===== src/rtl/jk_q_monitor.sv =====
// Monitors the q/q1 outputs of a JK flip-flop: edge pulses, toggle count,
// run-length tracking and a sticky complement-fault detector.
module jk_q_monitor #(
  parameter int CNT_W = 8,
  parameter int RUN_W = 8
) (
  input  logic             c,
  input  logic             rst_n,
  input  logic             en,
  input  logic             clr,
  input  logic             q,
  input  logic             q1,
  output logic             rise,
  output logic             fall,
  output logic [CNT_W-1:0] toggle_cnt,
  output logic [RUN_W-1:0] run_len,
  output logic [RUN_W-1:0] max_run,
  output logic             comp_err,
  output logic [1:0]       state
);

  typedef enum logic [1:0] {
    ST_INIT  = 2'b00,
    ST_LOW   = 2'b01,
    ST_HIGH  = 2'b10,
    ST_FAULT = 2'b11
  } state_t;

  state_t           state_q, state_d;
  logic             rise_q, rise_d;
  logic             fall_q, fall_d;
  logic [CNT_W-1:0] cnt_q, cnt_d;
  logic [RUN_W-1:0] run_q, run_d;
  logic [RUN_W-1:0] max_q, max_d;
  logic             err_q, err_d;

  always_ff @(posedge c or negedge rst_n) begin
    if (!rst_n) begin
      state_q <= ST_INIT;
      rise_q  <= 1'b0;
      fall_q  <= 1'b0;
      cnt_q   <= '0;
      run_q   <= '0;
      max_q   <= '0;
      err_q   <= 1'b0;
    end else begin
      state_q <= state_d;
      rise_q  <= rise_d;
      fall_q  <= fall_d;
      cnt_q   <= cnt_d;
      run_q   <= run_d;
      max_q   <= max_d;
      err_q   <= err_d;
    end
  end

  // The complement check is evaluated before the transition test so a
  // simultaneous edge-plus-fault lands in FAULT without pulsing or counting.
  always_comb begin
    state_d = state_q;
    rise_d  = 1'b0;
    fall_d  = 1'b0;
    cnt_d   = cnt_q;
    run_d   = run_q;
    max_d   = max_q;
    err_d   = err_q;
    if (clr) begin
      state_d = ST_INIT;
      cnt_d   = '0;
      run_d   = '0;
      max_d   = '0;
      err_d   = 1'b0;
    end else if (en) begin
      case (state_q)
        ST_INIT: begin
          if (q == q1) begin
            state_d = ST_FAULT;
            err_d   = 1'b1;
          end else begin
            state_d = q ? ST_HIGH : ST_LOW;
            run_d   = RUN_W'(1);
          end
        end
        ST_LOW, ST_HIGH: begin
          if (q == q1) begin
            state_d = ST_FAULT;
            err_d   = 1'b1;
          end else if (q == (state_q == ST_HIGH)) begin
            if (run_q != {RUN_W{1'b1}}) run_d = run_q + RUN_W'(1);
          end else begin
            rise_d  = (state_q == ST_LOW);
            fall_d  = (state_q == ST_HIGH);
            if (cnt_q != {CNT_W{1'b1}}) cnt_d = cnt_q + CNT_W'(1);
            if (run_q > max_q) max_d = run_q;
            run_d   = RUN_W'(1);
            state_d = (state_q == ST_LOW) ? ST_HIGH : ST_LOW;
          end
        end
        default: ;
      endcase
    end
  end

  assign rise       = rise_q;
  assign fall       = fall_q;
  assign toggle_cnt = cnt_q;
  assign run_len    = run_q;
  assign max_run    = max_q;
  assign comp_err   = err_q;
  assign state      = state_q;

endmodule


===== config.mk =====
export PLATFORM = sky130hd
export DESIGN_NAME = jk_q_monitor
export DESIGN_NICKNAME = d
export VERILOG_FILES = /design/src/rtl/jk_q_monitor.sv
export SDC_FILE = /design/constraint.sdc
export NUM_CORES = 1
export LEC_CHECK = 0
export BUFFER_PORTS_ARGS = -buffer_cell sky130_fd_sc_hd__buf_4
export CAP_MARGIN = 20
export CORE_MARGIN = 2
export CORE_UTILIZATION = 35
export CTS_CLUSTER_DIAMETER = 150
export CTS_CLUSTER_SIZE = 16
export DETAILED_ROUTE_END_ITERATION = 8
export PLACE_DENSITY = 0.52
export SLEW_MARGIN = 15
export SYNTH_ARGS = -nofsm -noshare
export SYNTH_HDL_FRONTEND = slang
export SYNTH_SLANG_ARGS = --single-unit

===== constraint.sdc =====
create_clock -name c -period 2.7 [get_ports c]
set_input_delay 0.405 -clock c [delete_from_list [all_inputs] [get_ports c]]
set_output_delay 0.405 -clock c [all_outputs]
set_load 0.03 [all_outputs]

=== Word-level counts from Yosys, hierarchy flattened ===
Cells that the tools add are included.

* Flip-flop bits (word level): 29
* Bits in latches: 0
* Bits in writable memories: 0
* Bits in read-only memories: 0
* Output and inout port bits: 29
* Word-level logic and storage cells: 78
* Memories: 0

* Add/subtract/negate cells: 2
* Multipliers: 0
* Divide/modulo/power cells: 0
* Order comparisons: 1
* Eq/ne operators: 12
* Shifts and indexed selects: 0
* Muxes and demuxes: 41
* Bitwise gates (word level): 0
* Reductions and logical operators: 15

{| class="wikitable"
|+ Operators with widths
! cell !! count
|-
| 8-bit 2-to-1 mux || 18
|-
| 8-bit by 1-bit adder with 8-bit output (second input constant) || 2
|-
| 8-bit != test (second input constant) || 2
|-
| 8-bit one-hot mux with 2 select lines || 1
|-
| 5-bit AND reduction || 3
|-
| 1-bit 2-to-1 mux || 14
|-
| 2-bit 2-to-1 mux || 7
|-
| 2-bit nonzero test || 6
|-
| 8-bit greater-than comparator || 1
|-
| 4-bit != test (second input constant) || 2
|-
| 3-bit != test (second input constant) || 2
|-
| 3-bit AND reduction || 2
|-
| 2-bit != test (second input constant) || 2
|-
| 2-bit one-hot mux with 2 select lines || 1
|-
| 3-bit nonzero test || 1
|-
| 3-bit OR reduction || 1
|-
| 1-bit equality test || 2
|-
| 2-bit by 1-bit equality test with 1-bit output (second input constant) || 1
|-
| 2-bit equality test (second input constant) || 1
|-
| 2-bit zero test || 1
|-
| 2-bit OR reduction || 1
|}

=== Logic depth before layout (Yosys ltp) ===
* Depth in word-level cells: 7
* Depth in mapped cells: 8
* Mapped depth without buffers: 8

=== Least setup slack after synthesis ===
No wires, ideal clock.

* Path kind: register -> register
* Start: register state_q[0], in the netlist state[0]
* End: register max_q[0], in the netlist max_run[0]
* Setup time: 0.079 ns
* Arrival: 2.212 ns
* Required time: 2.621 ns
* Setup slack: 0.409 ns
* Cell stages (with the launch flop): 9
* Cells stage by stage: dfrtp_1 > inv_1 > ha_1 > ha_1 > and4bb_4 > o21ai_2 > a31o_1 > a21oi_4 > mux2i_1

* Longest elaborated chain between the ends: 4
* Elaborated cells on any way between the ends: 7
* Those cells by class: eq/ne: 4; reduce/logical: 3

{| class="wikitable"
|+ Ends and longest elaborated chain
! element !! RTL line !! RTL
|-
| start, declared || 29 || <nowiki>state_t state_q, state_d;</nowiki>
|-
| start signal, assigned || 47 || <nowiki>state_q <= state_d;</nowiki>
|-
| 2-bit equality test or 2-bit by 1-bit equality test with 1-bit output (tied branches) || 74, 88 ||
|-
| 1-bit equality test or 2-bit OR reduction (tied branches) || 88, 74 ||
|-
| 2-bit != test (no line) or 2-bit nonzero test (tied branches) || - ||
|-
| 5-bit AND reduction (no line) (*) || - ||
|-
| end signal, assigned || 52 || <nowiki>max_q <= max_d;</nowiki>
|-
| end, declared || 34 || <nowiki>logic [RUN_W-1:0] max_q, max_d;</nowiki>
|}

Every way passes the cells marked *; elsewhere a longest branch is shown, timed or not.
A chain may end at the register's enable or synchronous reset.

=== Worst setup path in the final report ===
* Start: register state_q[0], in the netlist state[0]
* End: register max_q[3], in the netlist max_run[3]

The elaborated chain is that of the path after synthesis.

==> impl.org <==
** Status
- The run finished with clean final reports.

** STA
- Setup repair after global routing left no endpoint under its margin.
- Final count of pins violating max slew :: 0
- Minimum period implied by the final worst setup slack :: between 2 and 2.5 ns
- Final hold analysis gives a worst-case slack of about 0.046 ns.
- Dividing the final minimum period by the clock period gives between 80% and 90%.
- Headroom to the max-slew limit came out at roughly 64%.
- Setup violations remaining at the end of the flow were counted as 0.
- The total count of hold-check failures in the final report is 0.
- Timing would allow up to ~430 MHz.
- Clock skew :: around 0.0028 ns
- Setup tns final :: 0 ns
- Pin slew with the least headroom to its limit :: 0.534 ns

** Logic synthesis
- Cell type contributing the most total cell area after synthesis :: dfrtp_1
- Yosys mapped the design onto 44 distinct sky130hd cell types.
- After synthesis, the cell types taking the most area are dfrtp_1, ha_1, nand2b_1.
- Top-area cell type share of the netlist area :: about 40%
- Sequential elements use between 40% and 50% of the synthesized area.
- The Yosys step of the flow raised 0 warnings.
- Count leader, synth :: dfrtp_1
- Number of flops mapped to enable cells by yosys :: 0
- After synthesis, the most frequently instantiated cells are dfrtp_1, nand2b_1, ha_1.
- Among all flip-flop cells after synthesis, the most frequent one is dfrtp_1.
- Counting flops with an async set or reset pin after synthesis yields a share of between 90% and 100%.
- Syn_nets :: ~210
- In this run the mean area of a mapped cell was about 9.9 um2.
- Cell area after technology mapping :: ~0.0018 mm2
- Synthesis inferred 29 register bits.
- Synthesis produced a netlist whose cell count is 182.

** Place
- DP Area :: roughly 0.0021 mm2
- Port-buffer cells :: 34
- Detail Placement HPWL :: 3060 um
- Routability congestion estimate :: a little under 0.8

** Die
- DIE HEIGHT :: between 70 and 80 um
- The floorplan step defined a die boundary enclosing 0.00575 mm2.
- Horizontal die dimension :: 75.8 um
- The floorplan has 26 rows.
- The initial utilization of the core area, before any placement, comes to around 36%.
- Number of ports placed on the die boundary :: 35
- Floorplan Core Area :: between 0.005 and 0.006 mm2

** Clock tree
- At the later pin of the worst-skew pair, clock insertion delay measures 0.28 ns.
- Clock root buffer master :: clkbuf_8
- The H-tree was split into 2 levels.
- After clock tree synthesis, the repair step resized 0 gates.
- Post-CTS timing repair inserted 0 buffers for setup.
- Counting the buffers created by CTS gives 5.
- CTS Hold Buffers Added :: 0
- Clock input transition at the sequential cells of the worst setup and hold paths :: 0.06 ns
- The clock net in this run drives a total of 29 sinks.
- Longest Clk Path Bufs :: 2
- TritonCTS clock tree :: yes

** Power
- The analysis attributes to cell leakage a power of 1.01 nW.
- Internal power summed over all cells :: roughly 0.00086 W
- Switching power summed over all nets :: between 0.0004 and 0.0005 W
- Switching fraction of total power :: 36.7%
- IR analysis of the VDD net gives a maximum drop of about 250 uV.
- Dividing total power by cell area gives a power density of around 610 mW/mm2.
- Of the total power, the clock network draws approximately a quarter.
- Comb pwr share :: between 30% and 40%
- Design Power :: 0.00135 W
- Relative contribution of sequential cells to total power :: approximately two fifths

** Global route
- Global-route total usage across every layer :: between 10% and 20%
- Entering global routing, the biggest net connects 38 pins.
- Remaining Overflow, GRT :: 0
- Number of global-route vias before repair :: 1,462
- The number of antenna violations at the first check in global routing came to 0.
- First-pass GRT wire length :: slightly below 7000 um

** Detailed routing
- In this run the remaining antenna-violating nets after routing total 0.
- After detailed routing, the number of vias per cell comes to approximately 5.
- For this run, design rule violations remaining after detail routing come to 0.
- In the detailed route, the total length drawn on met2 is 2020 um.
- Initial DRT Pass Iterations :: 4
- After the first detailed-routing iteration, the DRC count stood at 55.
- Sum of met3 wire segment lengths after detailed routing :: about 140 um
- Total Routed Length :: roughly 4000 um
- Met1 Routed Length :: about 1800 um
- The routed layout has between 1,000 and 1,500 vias.
- After detailed routing, the average wire length per cell comes to 14.0 um.
- Highest metal layer with signal wires :: met4

** Critical path
- Library cell contributing the largest single delay on the critical path :: dfrtp_1
- Measured in cells, the most critical reg-to-reg path has a length of 8.
- Maximum single-stage delay on the critical path :: 0.42 ns
- Along the worst path, the maximum fanout reaches 8.
- CP Data Arrival Time :: 2.54 ns
- Critical path type :: reg2reg
- CP dominant cell by count :: ha_1
- The worst setup path is launched from a flip-flop.
- Cell Chain, Critical Path :: inv_1 > ha_1 > ha_1 > and4bb_4 > o21ai_2 > a31o_1 > a21oi_4 > mux2i_1
- Crit end category :: flip-flop
- For the worst setup path, the data required time is approximately 2.9 ns.

** Finish
- The area growth from synthesis to layout is 22.9%.
- Final Net Count :: 242
- Once layout is done, the placed cells without fillers occupy 0.00222 mm2.
- Diode count :: 0
- Fraction of final layout cells sized beyond drive strength 1 :: between 20 and 25%

** Worst hold path
- Path category of the worst min-delay check :: in2async

** Flow run
- Across the run, the number of max-cap violations was 0.
layer usage:
metal,GRT usage (%),vias to the layer above
met1,20.2,704
met3,4.10,8
li1,-,709
met2,26.2,28
met5,0,-
met4,5.85,0
sequential cells by signal (all words and copies together), names as in the netlist:
name        cells
toggle_cnt      8
max_run         8
comp_err        1
fall            1
rise            1
state           2
run_len         8
area by class of cell:
class / count / area [um2]
Timing Repair Buffer: 34 / 255
Inverter: 15 / 56.3
Tap cell: 70 / 87.6
Multi-Input combinational cell: 134 / 1010
Clock buffer: 7 / 86.3
Fill cell: 498 / 2820
Sequential cell: 29 / 726
worst paths after layout:
kind	to	start	slack (ns)
worst max-delay path	max_run[3]	state[0]	0.35
worst min-delay path	max_run[5]	rst_n	0.05
worst max register to register	max_run[3]	state[0]	0.35
worst min register to register	comp_err	comp_err	0.51
max in group asynchronous	run_len[3]	rst_n	2.38
min in group c	comp_err	en	0.44
power groups by stage:
stage	combinational [W]	sequential, W	clock (W)
3_5_place_dp	0.000470	0.000535	0
6_report	0.000467	0.000526	0.000359
5_1_grt	0.000522	0.000533	0.000387
2_1_floorplan	0.000261	0.000592	0
4_1_cts	0.000473	0.000527	0.000369
3_3_place_gp	0.000457	0.000530	0
kinds of logic after synthesis:
| logic type | synth area share (%) |
|---|---|
| flops | 40.2 |
| buf+inv | 4.02 |
| mux | 4.99 |
| simple gates | 22.2 |
| compound gates | 14.0 |
| fa+ha+maj | 11.8 |
| xor+xnor | 2.91 |
through the flow:
stage	utilization, %	setup WS, ns	std cells
after floorplan	-	0.409	182
after global placement	42.3	0.508	282
after detailed placement	42.3	0.342	282
after CTS	44.0	0.327	289
after global routing	44.0	0.185	289
final	44.0	0.355	289
worst max-delay path, delay by kind of cell, from the launching register on:
family / cells / cell delay, ns
muxes: 1 / 0.26
AOI/OAI and AO/OA: 3 / 0.61
DFF: 1 / 0.42
and+or+nand+nor: 1 / 0.37
adders and majority gates: 2 / 0.52
buffers and inverters: 1 / 0.09
cell usage in the layout, fill, tap and decap left out, drive strengths merged, types with 2 or more instances in the layout:
cell type and count:
clkbuf 7, ha 17, a21o 2, nor3 5, and3 2, nand3 3
or2 2, mux2i 9, a21oi 10, a31oi 6, nor3b 2, a22o 2
nor2 9, dfrtp 29, buf 34, o22ai 2, nand2 11, nand2b 19
and2b 2, o21ai 6, nand4 3, xnor2 5, inv 15
No activity file was read; power rests on OpenSTA's default activity.
